[src/rtl/fetch_pc_unit.sv]
// ============================================================================
// Module      : fetch_pc_unit
// Description : IF-stage program counter and IF/ID pipeline register with
//               ID-stage branch/jump/jr redirect and a single delay slot.
//               Optional macro FETCH_ADDR_CHECK_EN enables the fetch address
//               error flag (adel_f); otherwise adel_f is tied low.
// Revision    : 1.0 - initial release
// ============================================================================
`default_nettype none

module fetch_pc_unit (
    input  logic        clk,
    input  logic        reset,
    input  logic        stall,
    input  logic [1:0]  npc_op,
    input  logic        br_true,
    input  logic [15:0] imm16,
    input  logic [25:0] instr_index,
    input  logic [31:0] jr_addr,
    input  logic [31:0] instr_f,
    output logic [31:0] pc_f,
    output logic [31:0] instr_d,
    output logic [31:0] pc_d,
    output logic [31:0] pc8_d,
    output logic        adel_f
);

    localparam logic [31:0] C_RESET_PC = 32'h0000_3000;
    localparam logic [31:0] C_IM_LO    = 32'h0000_3000;
    localparam logic [31:0] C_IM_HI    = 32'h0000_6FFC;
    localparam logic [1:0]  C_NPC_SEQ  = 2'b00;
    localparam logic [1:0]  C_NPC_BR   = 2'b01;
    localparam logic [1:0]  C_NPC_J    = 2'b10;
    localparam logic [1:0]  C_NPC_JR   = 2'b11;

    logic [31:0] r_pc_f;
    logic [31:0] r_pc_d;
    logic [31:0] r_instr_d;

    logic [31:0] w_pc_f_plus4;
    logic [31:0] w_pc_d_plus4;
    logic [31:0] w_br_off;
    logic [31:0] w_br_target;
    logic [31:0] w_j_target;
    logic [31:0] w_npc;

    // Targets are formed from the instruction sitting in ID, i.e. from pc_d.
    assign w_pc_f_plus4 = r_pc_f + 32'd4;
    assign w_pc_d_plus4 = r_pc_d + 32'd4;
    assign w_br_off     = {{14{imm16[15]}}, imm16, 2'b00};
    assign w_br_target  = w_pc_d_plus4 + w_br_off;
    assign w_j_target   = {w_pc_d_plus4[31:28], instr_index, 2'b00};

    always_comb begin
        w_npc = w_pc_f_plus4;
        case (npc_op)
            C_NPC_SEQ: w_npc = w_pc_f_plus4;
            C_NPC_BR:  w_npc = br_true ? w_br_target : w_pc_f_plus4;
            C_NPC_J:   w_npc = w_j_target;
            C_NPC_JR:  w_npc = jr_addr;
            default:   w_npc = w_pc_f_plus4;
        endcase
    end

    // No squash: the word fetched alongside a redirect always enters ID.
    always_ff @(posedge clk) begin
        if (reset) begin
            r_pc_f    <= C_RESET_PC;
            r_pc_d    <= C_RESET_PC;
            r_instr_d <= 32'd0;
        end else if (!stall) begin
            r_pc_f    <= w_npc;
            r_pc_d    <= r_pc_f;
            r_instr_d <= instr_f;
        end
    end

    assign pc_f    = r_pc_f;
    assign pc_d    = r_pc_d;
    assign instr_d = r_instr_d;
    assign pc8_d   = r_pc_d + 32'd8;

`ifdef FETCH_ADDR_CHECK_EN
    assign adel_f = (r_pc_f[1:0] != 2'b00) || (r_pc_f < C_IM_LO) || (r_pc_f > C_IM_HI);
`else
    assign adel_f = 1'b0;
`endif

endmodule

`default_nettype wire

[config.mk]
export PLATFORM = sky130hd
export DESIGN_NAME = fetch_pc_unit
export DESIGN_NICKNAME = d
export VERILOG_FILES = /design/src/rtl/fetch_pc_unit.sv
export SDC_FILE = /design/constraint.sdc
export NUM_CORES = 1
export LEC_CHECK = 0
export CAP_MARGIN = 20
export CORE_MARGIN = 2
export CORE_UTILIZATION = 38
export CTS_CLUSTER_DIAMETER = 80
export DETAILED_ROUTE_END_ITERATION = 16
export DONT_BUFFER_PORTS = 1
export MAX_ROUTING_LAYER = met4
export PLACE_DENSITY = 0.53
export SLEW_MARGIN = 10
export SYNTH_ARGS = -nofsm -noshare
export SYNTH_HDL_FRONTEND = slang
export SYNTH_SLANG_ARGS = --single-unit
[constraint.sdc]
create_clock -name clk -period 9.8 [get_ports clk]
set_input_delay 1.47 -clock clk [delete_from_list [all_inputs] [get_ports clk]]
set_output_delay 1.47 -clock clk [all_outputs]
set_load 0.03 [all_outputs]
==> run_results.csv <==
group,metric,value,unit
run_status,outcome,"finished, final reports clean",
setup_path,critPathCaptureType,"output pin",
yosys,syn_nets,1072,
setup_path,r2r_cells,16,
floorplanning,fp.coreArea,0.0188,mm2
routing,drt-pass1-iter-count,5,
timing,clock.fmax,202,MHz
placed_design,dp_hpwl,18000,um
layout,drive_above_1_share,0.0747,
yosys,yosysMostFrequentCell,"nor2_1",
routing,wl_per_cell,21.3,um
global_route,antenna_found_initial,3,
yosys,synth_top_area_frac,0.262,
layout,final_area,0.00777,mm2
timing,setup_ws,4.85,ns
power,p_switching,382,uW
yosys,netlist_area,0.00734,mm2
yosys,yosys.area.top_type,"dfxtp_1",
power,p_comb_frac,0.170,
timing,clock_skew,0.0106,ns
floorplanning,die-height,143,um
floorplanning,ios,241,
yosys,ys_seq_area_frac,0.262,
timing,period_share,0.505,
setup_path,r2r_slack,5.26,ns
timing,hold_viol,0,
floorplanning,dieArea,0.0204,mm2
power,internal-power,676,uW
routing,drc,0,
routing,via_count,6528,
layout,n_fill_cell,1951,
floorplanning,fp.dieW,143,um
clock_network,cts-root-buf,"clkbuf_16",
power,power.leakage,0.00319,uW
setup_path,critPathArrivalTime,3.48,ns
setup_path,crit_chain,"ha_1 -> nand3_2 -> nor3_4 -> nand2_1 -> nor2_1 -> nand3_1 -> xnor2_1",
yosys,synth_edf_count,0,
power,clkPwrFrac,0.359,
placed_design,port_buffers,0,
setup_path,path_class,"reg -> out",
layout,area_growth,5.79,%
clock_network,ctsLongestPathBuffers,2,
layout,final_nets,1029,
clock_network,htreeDepth,3,
setup_path,cp_max_fo,8,
timing,slew_headroom,0.356,
floorplanning,start_util,0.390,
timing,rsz0062_at_grt,"no",
clock_network,numCtsBuffers,9,
placed_design,post_dp_cell_area,0.00746,mm2
clock_network,holdBufCountCts,0,
global_route,grt_usage,0.242,
clock_network,cts_setup_buffers,0,
timing,setup_viol,0,
placed_design,place_ws,5.23,ns
yosys,avgSynthCellArea,7.97,um2
run,max_cap_viol_count,0,
clock_network,clock_sinks,96,
placed_design,gp_congestion,0.900,
yosys,synth_common_cells,"132 x nor2_1, 96 x dfxtp_1, 69 x mux2i_1, 66 x nand2_1, 54 x xnor2_1",
clock_network,clkLatencyLatePin,0.37,ns
layout,post-route-util,0.412,
yosys,synth_cell_types,69,
global_route,grt_pass1_vias,6103,
global_route,grt-ovfl-total,0,
yosys,synth-warning-count,0,
timing,fin_tns_setup,0,ns
hold_path,worstHoldStart,"instr_d[0]",
yosys,postSynthCellCount,921,
global_route,grt_max_degree,103,
timing,tightestPinTransition,0.965,ns
hold_path,worstHoldPathCells,2,
clock_network,cts.clk_slew.worst_paths,0.08,ns
routing,drt_iter0_markers,476,
hold_path,hold_path_end,"instr_d[0]",
yosys,synth_ff_type,"dfxtp_1",
routing,vias_per_cell,5.70,
setup_path,r2r-start,"pc_d[4]",
floorplanning,rows,50,
yosys,synth_seq_cells,96,
power,switching_share,0.361,
power,powerDensity,136,mW/mm2
global_route,grt_pass1_wl,36700,um
setup_path,critical-path-max-stage-delay,0.65,ns
setup_path,startpoint_type,"register",
clock_network,cts_tree,"done",
power,seqPwrFrac,0.471,
hold_path,hold_path_class,"reg -> reg",
timing,drv_slew,0,
yosys,synth.area.top_cells,"dfxtp_1 26%, mux2i_1 9.4%, nor2_1 6.7%",
setup_path,crit_slowest_cell,"dfxtp_1",
timing,min_period,4.95,ns
timing,hold_slack,0.669,ns
setup_path,r2r_end,"pc_f[31]",
routing,drt-total-wl,24400,um
setup_path,worstPathRequired,8.33,ns
routing,ant_nets,0,
clock_network,ctsResizeCount,0,
yosys,async_flop_share,0,
power,vdd_drop_max,84.4,uV
==> flip-flops by register name (all words and copies together), names as in the netlist <==
| signal | flops |
|---|---|
| instr_d | 32 |
| pc_d | 32 |
| pc_f | 32 |
==> critical path, delay by kind of cell, from the launching register on <==
family / cells / cell delay, ns
xor gates and xnor gates: 1 / 0.59
adders and majority gates: 1 / 0.35
and+or+nand+nor: 5 / 1.50
DFF: 1 / 0.65
==> cell usage in the layout, fill, tap and decap left out, types with 7 or more instances in the layout <==
| master | n |
|---|---|
| a31oi_1 | 7 |
| o21ai_0 | 48 |
| nand2_1 | 66 |
| mux2i_1 | 69 |
| a21oi_1 | 50 |
| and3_1 | 8 |
| nor2_1 | 131 |
| xnor2_1 | 54 |
| nor3_1 | 17 |
| and4_1 | 9 |
| clkbuf_16 | 9 |
| dfxtp_1 | 96 |
| a211oi_1 | 8 |
| ha_1 | 38 |
| nand4_1 | 16 |
| a221oi_1 | 16 |
| inv_1 | 21 |
| mux2_2 | 20 |
| a21o_1 | 9 |
| xor2_1 | 42 |
| nand3_1 | 49 |
==> per-stage QoR <==
step                total power (uW)  instances
floorplan                        656        921
global placement                 686       1127
detailed placement               686       1127
CTS                             1070       1143
global route                    1110       1146
finish                          1060       1146
==> power groups by stage <==
stage | Sequential [uW] | Combinational (uW) | Clock (uW)
4_1_cts | 498 | 180 | 390
3_3_place_gp | 507 | 179 | 0
5_1_grt | 502 | 200 | 404
2_1_floorplan | 488 | 168 | 0
3_5_place_dp | 507 | 179 | 0
6_report | 498 | 180 | 380
==> final cells by class <==
class / count / area [um2] / area share
Antenna cell: 3 / 7.51 / 0.000966
Clock buffer: 9 / 225 / 0.0290
Clock inverter: 7 / 78.8 / 0.0101
Inverter: 21 / 78.8 / 0.0101
Multi-Input combinational cell: 746 / 5100 / 0.657
Sequential cell: 96 / 1920 / 0.247
Tap cell: 260 / 325 / 0.0419
Timing Repair Buffer: 4 / 30.0 / 0.00387
==> kinds of logic (layout without fill, tap and decap cells) <==
group                    after synthesis  in the layout  synth area share
AND/OR/NAND/NOR                      327            327             0.210
AO/OA/AOI/OAI                        193            193             0.173
XOR/XNOR                              97             97             0.118
flip-flops                            96             96             0.262
multiplexers                          89             89             0.125
buffers and inverters                 79             41            0.0445
adder cells (fa/ha/maj)               39             39            0.0675
other                                  1              4          0.000511
==> worst max-delay path by stage <==
stage,from,end,slack (ns),cells past startpoint
6_report,pc_d[4],pc8_d[31],4.85,7
5_1_grt,pc_d[4],pc8_d[25],4.62,7
4_1_cts,pc_d[4],pc8_d[31],4.83,7
3_5_place_dp,pc_d[4],pc8_d[31],5.23,7
3_3_place_gp,pc_d[4],pc8_d[25],5.22,7
2_1_floorplan,pc_d[4],pc8_d[31],5.83,7
==> layer usage <==
| metal | vias up | part of all wire | wire [um] | GRT usage |
|---|---|---|---|---|
| met1 | 3034 | 0.45 | 10900 | 0.320 |
| met3 | 24 | 0.074 | 1810 | 0.0567 |
| met2 | 268 | 0.46 | 11200 | 0.370 |
| met4 | 0 | 0.019 | 455 | 0.0683 |
| met5 | - | 0 | 0 | - |
| li1 | 3202 | - | - | - |
No activity file was read; power rests on OpenSTA's default activity.
==> edit 1 (same flow settings) <==
Reset style: asynchronous (`reset`), changed in one clocked block.
--- a/src/rtl/fetch_pc_unit.sv
+++ b/src/rtl/fetch_pc_unit.sv
@@ -65,3 +65,3 @@
     // No squash: the word fetched alongside a redirect always enters ID.
-    always_ff @(posedge clk) begin
+    always_ff @(posedge clk or posedge reset) begin
         if (reset) begin
Check against the original RTL: differs if reset is asserted again (counterexample within 4 cycles, from zero or initial values and one cycle with reset high); with reset held inactive, the same outputs for 4 cycles.
==> edit 1 against the unedited design <==
- worst setup slack got worse by 0.12 ns
- routed wire length fell by 4.5%
- register-to-register slack got worse by 0.23 ns
- sequential cell count did not move
- highest routed layer unchanged
- synthesized area fell by 0.22%
- synthesized cell count fell by 12%
- die area fell by 0.22%
- cell area barely moved
- global-route usage fell by 0.58 points
- largest cell class unchanged
- non-clock buffer count rose by 1
Power is not compared: it rests on default switching activity, and its combinational part moved more than twofold at a synthesized area within 25%.
==> edit 1: results (changes against the unedited design) <==
Synth Flop Type dfrtp_1; pre-CTS setup slack 5.101 ns (-0.1273 ns); fraction of area in registers 30.98% (+6.2 points); first-pass GRT wire length 35450 microns (-3.3%); Signal buffers 5 (+1); main area contributors after synthesis dfrtp_1 31%, mux2_2 10%, ha_1 6.5%; Mean Syn Cell Area 9.011 sq um (+13%); Placement Cell Area 7458 sq um (about the same); routability congestion estimate 0.9060 (+0.63%); worst hold endpoint pc_f[13]; multi-input logic area 4614 sq um (-9.5%); R2R Setup Slk 5.03 ns (-0.23 ns); Global Route Usage Sum 23.62% (-0.58 points); FF-to-FF End pc_f[30]; outcome complete, no violations; Syn Nets 964 (-10%); synth cell count leaders 92 x dfrtp_1, 77 x nand2_1, 67 x mux2_2; largest net degree at the start of global routing 123 (+19%); Fillers 1886 (-3.3%); Multi-In Gates 646 (-13%); clkbuf count 10 (+1); WP data arrival 3.60 ns (+0.12 ns); worst-path maximum fanout 9 (+1); routed vias/inst 5.886 (+3.3%); Worst Setup SP pc_d[10]; Hold Crit Start pc_f[13]; vias in the first global route 6124 (+0.34%); drt wl/cell 22.28 microns (+4.6%); nets@finish 930 (-9.6%); post-synth cell types 71 (+2.9%); # diodes 2 (-1); Iter 0 DRT Violations 428 (-10%); register area share after synthesis 32.86% (+6.7 points); DP HPWL 17550 microns (-2.4%); layout cells sized above 1 14.54% (+7.1 points); Synth area leader dfrtp_1; initial antenna violation count 0 (-3); clk_skew 0.01338 ns (+0.002757 ns)
-- edit 1: critical path, cell delays in order, from the launching register on --
cell and delay [ns]:
dfrtp_1 0.69, nand3_1 0.28, nor4_2 0.39, nand2_1 0.14, nor3_1 0.49, and3_1 0.38, and2_1 0.21, nand3_1 0.10
xnor2_1 0.58
-- edit 1: kinds of logic after synthesis --
logic type | after synthesis | synth area share [%]
simple gates | 244 | 16.12
mux | 88 | 13.17
buf+inv | 71 | 4.201
xor+xnor | 83 | 10.13
compound gates | 191 | 16.70
other cells | 1 | 0.05119
fa+ha+maj | 39 | 6.764
flops | 96 | 32.86
-- edit 1: power by group --
group | internal, mW | switching [mW]
combinational | 0.243 | 0.357
clock | 0.176 | 0.169
sequential | 0.464 | 0.288
-- edit 1: worst max path at each step --
stage / cells past startpoint / slack [ns] / end
final: 8 / 4.73 / pc8_d[28]
after floorplan: 9 / 5.72 / pc8_d[28]
after CTS: 8 / 4.71 / pc8_d[28]
after detailed placement: 17 / 5.10 / pc_f[30]
after global placement: 8 / 5.18 / pc8_d[28]
after global routing: 8 / 4.46 / pc8_d[28]
-- edit 1: routing by layer --
metal | up-vias | track usage (%) | part of all wire [%]
met4 | 0 | 5.367 | 1.1
li1 | 2861 | - | -
met1 | 2979 | 30.78 | 43
met2 | 289 | 37.40 | 47
met5 | - | - | 0
met3 | 28 | 5.701 | 8.6
-- edit 1: metrics by stage --
stage / hold slack [ns] / cells
2_1_floorplan: 0.5561 / 813
3_3_place_gp: 0.5917 / 1027
3_5_place_dp: 0.6243 / 1027
4_1_cts: 0.6354 / 1043
5_1_grt: 0.6496 / 1044
6_report: 0.6367 / 1046
==> edit 2 (same flow settings) <==
Made on the original files. Add a define of `FETCH_ADDR_CHECK_EN`.
--- a/src/rtl/fetch_pc_unit.sv
+++ b/src/rtl/fetch_pc_unit.sv
@@ -9,2 +9,4 @@
 `default_nettype none
+
+`define FETCH_ADDR_CHECK_EN
 
Check against the original RTL: not equivalent (Yosys sat finds a counterexample within 4 cycles, from zero or initial values and one cycle with reset high).
==> edit 2 against the unedited design <==
- hold slack lost 0.018 ns
- sequential cell count unchanged
- combinational power increased by 2%
- clock power down 3%
- synthesized area rose by 2.2%
- via count is 2.3% higher
- cell count increased by 1.1%
- core utilization fell by 0.74 points
- power decreased by 0.52%
- worst setup slack got worse by 0.053 ns
- routed wire length grew 3.2%
- cell area grew 1.2%
- highest routed layer unchanged
==> edit 2: results (changes against the unedited design) <==
Post-Route WL 25180 microns (+3.2%); H-tree levels 3 (unchanged); register area share after synthesis 25.62% (-0.55 points); Clock Latency Late Sink 0.36 ns; nets@finish 1035 (+0.58%); main area contributors after synthesis dfxtp_1 26%, mux2i_1 12%, xnor2_1 7.2%; CTS resizes 0 (unchanged); synth cell count leaders 126 x nor2_1, 96 x dfxtp_1, 87 x mux2i_1; clk slew on worst S/H paths 0.08 ns (about the same); VDD IR max 0.08075 mV (-4.3%); Synth Flop Type dfxtp_1; vias in the first global route 6473 (+6.1%); # Post-CTS Setup Buffers 0 (unchanged); largest net degree at the start of global routing 95 (-7.8%); Max stage delay on crit path 0.76 ns (+0.11 ns); slew at the pin closest to its max-slew limit 0.8768 ns (-0.08785 ns); Net Sw Frac 36.11% (about the same); Min-Delay Path Class reg -> reg; deepest clock path buffer count 2 (unchanged); routed vias/inst 5.759 (+1.1%); DP HPWL 18320 microns (+2.0%); Synth async-reset ratio 0% (unchanged); Crit-path slowest cell nor3_1; first-pass GRT wire length 38490 microns (+4.9%); Iter 0 DRT Violations 400 (-16%); Syn Nets 1082 (+0.93%); initial antenna violation count 3 (unchanged); layout cells sized above 1 5.724% (-1.8 points); Global Route Usage Sum 24.87% (+0.66 points); Clock Root Buffer clkbuf_16; clk_skew 0.007951 ns (-0.002672 ns); grt total ovfl 0 (unchanged); final hold vios 0 (unchanged); outcome complete, no violations; LEAKAGE 3.236 nW (+1.4%); routability congestion estimate 0.8892 (-1.2%); Fillers 2025 (+3.8%); Yosys warnings 0 (unchanged); worst-path maximum fanout 8 (unchanged); WP data arrival 3.53 ns (+0.05 ns); IO Port Bufs 0 (unchanged); post-synth cell types 82 (+19%); 1st-pass router iterations 7 (+2)
==> edit 2: cell types whose count changed after synthesis, moves of 7 or more <==
cell      unedited run  this run
a221oi_1            16         4
and2_1               0         7
mux2_2              20         6
mux2i_1             69        87
nand3_1             49        31
nand4_1             16        23
o21a_1               3        10
xnor2_1             54        62
xor2_1              42        31
==> edit 2: final cells by class <==
| type | instances | area share, % |
|---|---|---|
| timing repair buffer | 5 | 0.4777 |
| clock buffer | 9 | 2.866 |
| clock inverter | 7 | 0.9554 |
| inverter | 26 | 1.242 |
| sequential | 96 | 24.46 |
| tap | 265 | 4.220 |
| antenna | 3 | 0.09554 |
| multi-input combinational | 748 | 65.68 |
==> edit 2: metrics by stage <==
step	worst slack (ns)	cells	hold slack, ns	util, %
floorplan	5.891	933	0.6293	-
global placement	5.254	1140	0.6497	38.92
detailed placement	5.192	1140	0.6451	38.92
CTS	4.788	1156	0.6595	40.47
global route	4.649	1159	0.6864	40.51
finish	4.799	1159	0.6514	40.51
==> edit 2: cells by family after synthesis <==
group | synth area share (%)
buf+inv | 5.571
flops | 25.62
fa+ha+maj | 6.272
xor+xnor | 11.08
simple gates | 22.02
compound gates | 16.93
mux | 12.51
==> edit 2: critical path, delay by kind of cell, from the launching register on <==
kind,cells,cell delay [ns]
XOR/XNOR,1,0.60
adder cells (fa/ha/maj),1,0.36
flip-flops,1,0.67
AND/OR/NAND/NOR,4,1.54
==> edit 2: routing by layer <==
layer / GRT usage, % / wire length, microns / vias up
met3: 4.603 / 1845 / 33
met2: 38.51 / 11380 / 275
met1: 33.17 / 11390 / 3124
li1: - / - / 3243
met4: 7.205 / 573 / 0
met5: - / 0 / -
==> edit 2: path summary, 6_finish.rpt <==
| path | from | endpoint | slack (ns) | cells past startpoint |
|---|---|---|---|---|
| setup / recovery | pc_d[3] | pc8_d[31] | 4.80 | 6 |
| hold / removal | pc_d[2] | pc_d[2] | 0.65 | 2 |
| hold reg to reg | pc_d[2] | pc_d[2] | 0.65 | 2 |
| setup reg to reg | pc_d[3] | pc_f[29] | 5.43 | 16 |
==> edit 2: power groups by stage <==
| stage | clock network [mW] | logic (mW) | registers, mW |
|---|---|---|---|
| after floorplan | 0 | 0.172 | 0.488 |
| after global placement | 0 | 0.182 | 0.511 |
| after detailed placement | 0 | 0.182 | 0.510 |
| after CTS | 0.376 | 0.184 | 0.502 |
| after global routing | 0.392 | 0.205 | 0.506 |
| final | 0.367 | 0.184 | 0.502 |
